$ cat src/rtl/vend_pkg.sv
// +-----------------------------------------------------------------------------+
// | vend_pkg : state encodings and default timing constants for vend_dispense_ctrl |
// | Revision : 1.0  initial release                                              |
// +-----------------------------------------------------------------------------+
`default_nettype none

package vend_pkg;

  localparam logic [1:0] ST_IDLE    = 2'd0;
  localparam logic [1:0] ST_COLA_ON = 2'd1;
  localparam logic [1:0] ST_COIN_ON = 2'd2;
  localparam logic [1:0] ST_GAP     = 2'd3;

  localparam int DEF_MOTOR_CYC = 25_000_000;
  localparam int DEF_COIN_CYC  = 5_000_000;
  localparam int DEF_GAP_CYC   = 2_500_000;
  localparam int DEF_PEND_W    = 3;

  function automatic int max3(input int a, input int b, input int c);
    int m;
    m = (a > b) ? a : b;
    return (m > c) ? m : c;
  endfunction

endpackage

`default_nettype wire

$ cat src/rtl/vend_pend_cnt.sv
// +-----------------------------------------------------------------------------+
// | vend_pend_cnt : saturating pending-request counter with drop (ovf) pulse     |
// | Revision      : 1.0  initial release                                         |
// +-----------------------------------------------------------------------------+
`default_nettype none

module vend_pend_cnt #(
  parameter int PEND_W = 3
) (
  input  logic clk,
  input  logic rst_n,
  input  logic inc,
  input  logic dec,
  output logic nonzero,
  output logic nonzero_next,
  output logic ovf
);

  logic [PEND_W-1:0] count;
  logic [PEND_W-1:0] count_nxt;
  logic              full;

  assign full = (count == {PEND_W{1'b1}});

  // Simultaneous inc/dec cancels; this also covers a pulse that launches directly.
  always_comb begin
    count_nxt = count;
    ovf       = 1'b0;
    if (inc && !dec) begin
      if (full) ovf = 1'b1;
      else      count_nxt = count + 1'b1;
    end else if (dec && !inc && (count != '0)) begin
      count_nxt = count - 1'b1;
    end
  end

  assign nonzero      = (count != '0);
  assign nonzero_next = (count_nxt != '0);

  always_ff @(posedge clk or negedge rst_n) begin
    if (!rst_n) count <= '0;
    else        count <= count_nxt;
  end

endmodule

`default_nettype wire

$ cat src/rtl/vend_dispense_ctrl.sv
// +-----------------------------------------------------------------------------+
// | vend_dispense_ctrl : queues cola/change requests and drives one actuator at  |
// |                      a time with timed on-period and recovery gap.           |
// |                      Optional VEND_DISP_STATS_EN adds launch counters.       |
// | Revision           : 1.0  initial release                                    |
// +-----------------------------------------------------------------------------+
`default_nettype none

module vend_dispense_ctrl
  import vend_pkg::*;
#(
  parameter int MOTOR_CYC = DEF_MOTOR_CYC,
  parameter int COIN_CYC  = DEF_COIN_CYC,
  parameter int GAP_CYC   = DEF_GAP_CYC,
  parameter int PEND_W    = DEF_PEND_W
) (
  input  logic       sys_clk,
  input  logic       sys_rst_n,
  input  logic       pi_cola,
  input  logic       pi_money,
  output logic       po_motor,
  output logic       po_coin,
  output logic       po_busy,
  output logic       po_ovf
`ifdef VEND_DISP_STATS_EN
  ,
  output logic [7:0] po_cola_cnt,
  output logic [7:0] po_coin_cnt
`endif
);

  localparam int TMR_W = $clog2(max3(MOTOR_CYC, COIN_CYC, GAP_CYC) + 1);

  localparam logic [TMR_W-1:0] MOTOR_LD = TMR_W'(MOTOR_CYC - 1);
  localparam logic [TMR_W-1:0] COIN_LD  = TMR_W'(COIN_CYC - 1);
  localparam logic [TMR_W-1:0] GAP_LD   = TMR_W'(GAP_CYC - 1);

  logic [1:0]       state;
  logic [1:0]       state_nxt;
  logic [TMR_W-1:0] timer;
  logic [TMR_W-1:0] timer_nxt;

  logic deciding;
  logic cola_req;
  logic coin_req;
  logic launch_cola;
  logic launch_coin;
  logic cola_nz, cola_nz_nxt, cola_ovf;
  logic coin_nz, coin_nz_nxt, coin_ovf;

  vend_pend_cnt #(.PEND_W(PEND_W)) u_pend_cola (
    .clk          (sys_clk),
    .rst_n        (sys_rst_n),
    .inc          (pi_cola),
    .dec          (launch_cola),
    .nonzero      (cola_nz),
    .nonzero_next (cola_nz_nxt),
    .ovf          (cola_ovf)
  );

  vend_pend_cnt #(.PEND_W(PEND_W)) u_pend_coin (
    .clk          (sys_clk),
    .rst_n        (sys_rst_n),
    .inc          (pi_money),
    .dec          (launch_coin),
    .nonzero      (coin_nz),
    .nonzero_next (coin_nz_nxt),
    .ovf          (coin_ovf)
  );

  // The last gap cycle decides like IDLE so the next actuator follows with no idle cycle.
  assign deciding    = (state == ST_IDLE) || ((state == ST_GAP) && (timer == '0));
  assign cola_req    = cola_nz | pi_cola;
  assign coin_req    = coin_nz | pi_money;
  assign launch_cola = deciding & cola_req;
  assign launch_coin = deciding & ~cola_req & coin_req;

  always_comb begin
    state_nxt = state;
    timer_nxt = timer;
    case (state)
      ST_COLA_ON, ST_COIN_ON: begin
        if (timer == '0) begin
          state_nxt = ST_GAP;
          timer_nxt = GAP_LD;
        end else begin
          timer_nxt = timer - 1'b1;
        end
      end
      ST_GAP: begin
        if (timer == '0) state_nxt = ST_IDLE;
        else             timer_nxt = timer - 1'b1;
      end
      default: ;
    endcase
    if (launch_cola) begin
      state_nxt = ST_COLA_ON;
      timer_nxt = MOTOR_LD;
    end else if (launch_coin) begin
      state_nxt = ST_COIN_ON;
      timer_nxt = COIN_LD;
    end
  end

  // Outputs register the next-state view so they line up with the state they describe.
  always_ff @(posedge sys_clk or negedge sys_rst_n) begin
    if (!sys_rst_n) begin
      state    <= ST_IDLE;
      timer    <= '0;
      po_motor <= 1'b0;
      po_coin  <= 1'b0;
      po_busy  <= 1'b0;
      po_ovf   <= 1'b0;
    end else begin
      state    <= state_nxt;
      timer    <= timer_nxt;
      po_motor <= (state_nxt == ST_COLA_ON);
      po_coin  <= (state_nxt == ST_COIN_ON);
      po_busy  <= (state_nxt != ST_IDLE) | cola_nz_nxt | coin_nz_nxt;
      po_ovf   <= po_ovf | cola_ovf | coin_ovf;
    end
  end

`ifdef VEND_DISP_STATS_EN
  always_ff @(posedge sys_clk or negedge sys_rst_n) begin
    if (!sys_rst_n) begin
      po_cola_cnt <= 8'd0;
      po_coin_cnt <= 8'd0;
    end else begin
      if (launch_cola) po_cola_cnt <= po_cola_cnt + 8'd1;
      if (launch_coin) po_coin_cnt <= po_coin_cnt + 8'd1;
    end
  end
`endif

endmodule

`default_nettype wire
$ cat config.mk
export PLATFORM = sky130hd
export DESIGN_NAME = vend_dispense_ctrl
export DESIGN_NICKNAME = d
export VERILOG_FILES = /design/src/rtl/vend_pkg.sv /design/src/rtl/vend_pend_cnt.sv /design/src/rtl/vend_dispense_ctrl.sv
export SDC_FILE = /design/constraint.sdc
export NUM_CORES = 1
export LEC_CHECK = 0
export ABC_CLOCK_PERIOD_IN_PS = 2600
export BUFFER_PORTS_ARGS = -buffer_cell sky130_fd_sc_hd__buf_2
export CAP_MARGIN = 20
export CORE_MARGIN = 2
export CORE_UTILIZATION = 60
export CTS_CLUSTER_SIZE = 40
export DETAILED_ROUTE_END_ITERATION = 6
export PLACE_DENSITY_LB_ADDON = 0.05
export SETUP_SLACK_MARGIN = 0.15
export SKIP_LAST_GASP = 1
export SLEW_MARGIN = 20
export SYNTH_ARGS = -nofsm -noshare
export SYNTH_HDL_FRONTEND = slang
export SYNTH_SLANG_ARGS = --single-unit
$ cat constraint.sdc
create_clock -name sys_clk -period 2.6 [get_ports sys_clk]
set_input_delay 0.39 -clock sys_clk [delete_from_list [all_inputs] [get_ports sys_clk]]
set_output_delay 0.39 -clock sys_clk [all_outputs]
set_load 0.02 [all_outputs]
## Yosys cells after proc, flatten, opt, wreduce, memory -nomap -nowiden

Index checks and enable logic that the tools add are counted.

- Register bits: 37
- Bits in latches: 0
- RAM bits: 0
- ROM bits: 0
- Input port bits: 4
- Output and inout port bits: 4
- Memories kept: 0

- Add/subtract/negate cells: 5
- Multiply operators: 0
- Divide/modulo/power cells: 0
- Order comparisons: 0
- Equal/unequal tests: 8
- Shifts and indexed selects: 0
- Mux-type cells: 20
- Bitwise gates (word level): 10
- Reductions and logical operators: 22

Operator list:

| operator | count |
|---|---|
| $mux 25 | 4 |
| $pmux 25 s2 | 1 |
| $logic_not 25->1 | 1 |
| $sub 25x1->25 const B | 1 |
| $mux 3 | 6 |
| $reduce_bool 3->1 | 4 |
| $mux 2 | 4 |
| $logic_and 1x1->1 | 7 |
| $add 3x1->3 const B | 2 |
| $eq 2x2->1 const B | 3 |
| $eq 3x3->1 const B | 2 |
| $or 1x1->1 | 6 |
| $sub 3x1->3 const B | 2 |
| $eq 2x1->1 const B | 2 |
| $logic_not 1->1 | 4 |
| $mux 1 | 4 |
| $ne 4x2->1 const B | 1 |
| $pmux 2 s2 | 1 |
| $reduce_bool 4->1 | 1 |
| $and 1x1->1 | 3 |
| $logic_not 2->1 | 1 |
| $reduce_and 2->1 | 1 |
| $reduce_bool 2->1 | 1 |
| $reduce_or 2->1 | 1 |
| 2 further kinds | 2 |

## Depth between registers and ports, before layout

- Depth in word-level cells: 11
- Depth in mapped cells: 10

## By module

A second synthesis with hierarchy kept.

- Cell total of the unflattened synthesis: 260
- Area, all modules: 2416.1 um2

By module, submodules not included:

| module | instances | cells each | area each (um2) | sequential area each (um2) |
|---|---|---|---|---|
| vend_dispense_ctrl | 1 | 200 | 1868.0 | 775.7 |
| vend_pend_cnt | 2 | 30 | 274.0 | 75.1 |

## Worst setup path before layout

No wires, ideal clock.

- Path type: flip-flop to flip-flop
- Start point: register timer[0]
- End point: register po_busy
- Setup time: 0.132 ns
- Arrival time: 2.302 ns
- Data required time: 2.468 ns
- Slack: 0.166 ns
- Stages on the path, launching flop included: 10
- Path buffers: 0
- Path through: dfrtp_1 -> inv_1 -> ha_1 -> nor4b_2 -> nand4_2 -> o31a_1 -> a21o_1 -> a221o_1 -> nor4_1 -> nand3b_1

- Longest elaborated chain between the ends: 11
- Elaborated cells between the ends (all ways): 28
- Those cells by class: 9 x mux; 5 x bitwise; 14 x reduce/logical

Ends and longest elaborated chain:

| item | line | source |
|---|---|---|
| start: declaration | vend_dispense_ctrl.sv:40 | `logic [TMR_W-1:0] timer;` |
| start signal: assignment | vend_dispense_ctrl.sv:116 | `timer <= timer_nxt;` |
| $logic_not 25->1 * | vend_dispense_ctrl.sv:72 | `assign deciding = (state == ST_IDLE) \|\| ((state == ST_GAP) && (timer == '0));` |
| $logic_and 1x1->1 * | vend_dispense_ctrl.sv:72 |  |
| $logic_or 1x1->1 * | vend_dispense_ctrl.sv:72 |  |
| $and 1x1->1 * | vend_dispense_ctrl.sv:75 | `assign launch_cola = deciding & cola_req;` |
| $logic_and 1x1->1 (2 in a row) | vend_pend_cnt.sv:32 | `end else if (dec && !inc && (count != '0)) begin` |
| $mux 3 | vend_pend_cnt.sv:32 |  |
| $mux 3 * | vend_pend_cnt.sv:29 | `if (inc && !dec) begin` |
| named net u_pend_cola.count_nxt[2] | vend_pend_cnt.sv:20 | `logic [PEND_W-1:0] count_nxt;` |
| $reduce_bool 3->1 * | vend_pend_cnt.sv:38 | `assign nonzero_next = (count_nxt != '0);` |
| $or 1x1->1 * (2 in a row) | vend_dispense_ctrl.sv:119 | `po_busy <= (state_nxt != ST_IDLE) \| cola_nz_nxt \| coin_nz_nxt;` |
| end signal: assignment | vend_dispense_ctrl.sv:119 |  |
| end: declaration | vend_dispense_ctrl.sv:23 | `output logic po_busy,` |

Mark *: on every way through the listed nets, which the timed path passes. The rest lies on a longest branch.
A chain may end at the register's enable or synchronous reset.

## Worst setup path in the final report

- Start point: register u_pend_cola.count[1]
- End point: register po_busy

- Longest elaborated chain between the ends: 11
- Elaborated cells between the ends (all ways): 29
- Those cells by class: 2 x add/sub; 1 x eq/ne; 7 x mux; 7 x bitwise; 12 x reduce/logical

Ends and longest elaborated chain:

| item | line | source |
|---|---|---|
| start: declaration | vend_pend_cnt.sv:19 | `logic [PEND_W-1:0] count;` |
| start signal: assignment | vend_pend_cnt.sv:42 | `else count <= count_nxt;` |
| $reduce_bool 3->1 * | vend_pend_cnt.sv:37 | `assign nonzero = (count != '0);` |
| $or 1x1->1 * | vend_dispense_ctrl.sv:73 | `assign cola_req = cola_nz \| pi_cola;` |
| $not 1->1 * | vend_dispense_ctrl.sv:76 | `assign launch_coin = deciding & ~cola_req & coin_req;` |
| $and 1x1->1 * (2 in a row) | vend_dispense_ctrl.sv:76 |  |
| $logic_and 1x1->1 (2 in a row) | vend_pend_cnt.sv:32 |  |
| $mux 3 | vend_pend_cnt.sv:32 |  |
| $mux 3 * | vend_pend_cnt.sv:29 |  |
| named net u_pend_coin.count_nxt[2] | vend_pend_cnt.sv:20 |  |
| $reduce_bool 3->1 * | vend_pend_cnt.sv:38 |  |
| $or 1x1->1 * | vend_dispense_ctrl.sv:119 |  |

Marks and branches as above.

==> results.cfg <==
[outcome]
outcome = finished, final reports clean

[power]
leakagePower_nw = 1.23
p_per_area_mw_per_mm2 = 981
ir_worst_vdd_mv = 0.671

[timing]
hold_viol_final = 0
fmax_mhz = 420
maxSlewHeadroom = 0.386
grt_setup_unrepaired = true
finalSetupViolCount = 0
fin_skew_ns = 0.00550
finalMaxSlewViolations = 0
fin_crit_sh = 0.916
fin_setup_tns_ns = 0
finalCriticalPeriod_ns = 2.38
worst_pin_slew_ns = 0.917

[final_layout]
seq_area_um2 = 933
finalInstanceArea_mm2 = 0.00297
fillers = 254
final_util = 0.794
stdcell_count = 361
area_growth_pct = 23.8
diodes = 0
nets = 325
drive_gt1_frac = 0.281
multi_input_area_mm2 = 0.00149

[yosys]
yosysSeqAreaShare = 0.386
netlist_area_mm2 = 0.00240
synthCells = 269
synth_fp_nets = 282
synth.distinct_cells = 54
synth_edf_count = 0
synth_common_cells = 37 x dfrtp_1, 31 x nor2_1, 23 x nand2_1, 23 x o21ai_0, 17 x a21oi_1
synth.most_common_cell = dfrtp_1
avgSynthCellArea_um2 = 8.93
ys_top_cells_by_area = dfrtp_1 39%, nor2_1 4.8%, o21ai_0 4.8%, ha_1 4.7%, nor4_4 4.4%
yosys.area.top_type_share = 0.386
synth.ff_latch_count = 37
ys.flop_type = dfrtp_1
yosys_warnings = 0
async_flop_share = 1.00
yosysTopAreaCell = dfrtp_1

[worst_setup_path]
cp.arrival_ns = 2.56
crit_path_end = po_busy
crit_type = reg2reg
critPathSlowestCell = dfrtp_1
worstReg2RegStart = u_pend_cola.count[1]
reg2regPathDepth = 9
cp_max_fo = 4
slowest_delay_ns = 0.42
cp.required_ns = 2.78
cp-startpoint = u_pend_cola.count[1]
r2r_setup_slack_ns = 0.22
cp-start-kind = flip-flop
worstSetupEndpointType = flip-flop
regToRegEndpoint = po_busy
path_cells = inv_1 > ha_2 > or3b_4 > nor2_4 > a21o_1 > nand2_1 > a221o_1 > nor4_2 > nand3b_1

[route]
firstDrtPassIters = 5
ant_nets = 0
via_count = 2417
route.detailed.drc = 0
drt-total-wl_mm = 6.97
post_drt_wl_per_cell_um = 19.3
dr.first_iter.drc_count = 363
viasPerCell = 6.70

[placement]
dpl.cell_count = 335
io_buffer_count = 7
place_area_mm2 = 0.00262
dp_hpwl_mm = 4.49
gp_congestion = 0.908

[global_route]
antenna_found_initial = 0
grt_pass1_wl_mm = 10.5
grt_max_degree = 38
overflow = 0
grt_pass1_vias = 2075
grt_usage = 0.317

[worst_hold_path]
holdCritPathClass = in2async

[clock_tree]
clk_latency_ns = 0.30
htreeDepth = 2
clock_path_buffers = 2
cts_made_buffers = 5
clock-root-buffer = clkbuf_8
clkSlewWorstSetupHoldPaths_ns = 0.08
tritoncts = built
clock_sinks = 37

[floorplanning]
pin_count = 8
die_area_mm2 = 0.00452
core_mm2 = 0.00374
dieHeight_um = 67.3
fp.dieW_um = 67.3
initial_utilization = 0.641
num_rows = 22

[flow_run]
cap_viol_max_count = 0
## cell families after synthesis
| group | Yosys count | share of synthesized area |
|---|---|---|
| simple gates | 119 | 0.294 |
| compound gates | 77 | 0.212 |
| flops | 37 | 0.386 |
| buf+inv | 20 | 0.0334 |
| fa+ha+maj | 9 | 0.0469 |
| mux | 4 | 0.0167 |
| xor+xnor | 3 | 0.0109 |
## final cells by class
| cell class | instances | share of cell area |
|---|---|---|
| clock inverters | 1 | 0.0101 |
| inverters | 13 | 0.0164 |
| clock buffers | 7 | 0.0290 |
| well taps | 48 | 0.0202 |
| repair buffers | 43 | 0.108 |
| multi-input cells | 212 | 0.502 |
| flip-flops and latches | 37 | 0.314 |
## how the worst min path moves through the flow
| stage | cells past startpoint | slack [ns] | startpoint | to |
|---|---|---|---|---|
| after detailed placement | 1 | 0.49 | timer[23] | timer[23] |
| after floorplan | 0 | 0.09 | sys_rst_n | po_busy |
| after global placement | 1 | 0.44 | po_ovf | po_ovf |
| final | 1 | 0.19 | sys_rst_n | timer[9] |
| after CTS | 1 | 0.22 | sys_rst_n | timer[4] |
| after global routing | 1 | 0.26 | sys_rst_n | timer[0] |
## report_power, final
part,switching (mW),internal (mW)
sequential,0.242,0.746
combinational,0.792,0.605
clock,0.218,0.313
## state kept, by name, indices dropped and copies added (netlist names)
register / count
po_motor: 1
po_coin: 1
po_ovf: 1
timer: 25
po_busy: 1
u_pend_coin.count: 3
state: 2
u_pend_cola.count: 3
## stage by stage
stage | setup slack, ns | hold slack (ns) | power, mW
after global routing | 0.102 | 0.260 | 3.09
final | 0.218 | 0.191 | 2.92
after CTS | 0.155 | 0.219 | 2.67
after floorplan | 0.166 | 0.0944 | 1.73
after global placement | 0.168 | 0.435 | 2.10
after detailed placement | 0.116 | 0.494 | 2.13
## routing by layer
| layer | global-route usage | part of all wire | vias up |
|---|---|---|---|
| met5 | 0 | 0 | - |
| met1 | 0.463 | 0.41 | 1163 |
| met3 | 0.0717 | 0.086 | 21 |
| met4 | 0.117 | 0.028 | 0 |
| met2 | 0.457 | 0.47 | 141 |
| li1 | - | - | 1092 |
## critical path, delay by kind of cell (launching register included)
kind	cells	cell delay, ns
buffers and inverters	1	0.11
AO/OA/AOI/OAI	2	0.57
flip-flops	1	0.42
AND/OR/NAND/NOR	5	0.95
adder cells (fa/ha/maj)	1	0.21
## timing repair
item	in CTS	in global routing
buffers inserted	3	15
hold buffers	0	0
setup endpoints to repair	1	19
hold endpoints to repair	0	0
pin swaps	2	11
gates resized for setup	3	28
## placed cells by master, fill, tap and decap left out, types with 6 or more instances in the layout
cell type	Yosys	routed
o21ai_0	23	21
nor3_1	10	9
buf_4	1	34
ha_1	9	7
inv_1	13	11
dfrtp_2	0	6
nor2_1	31	29
nand2_1	23	23
a21oi_1	17	16
nand3_1	9	9
buf_2	1	7
dfrtp_1	37	31
clkbuf_8	0	6
Note: power is estimated with default switching activity, not from simulation.
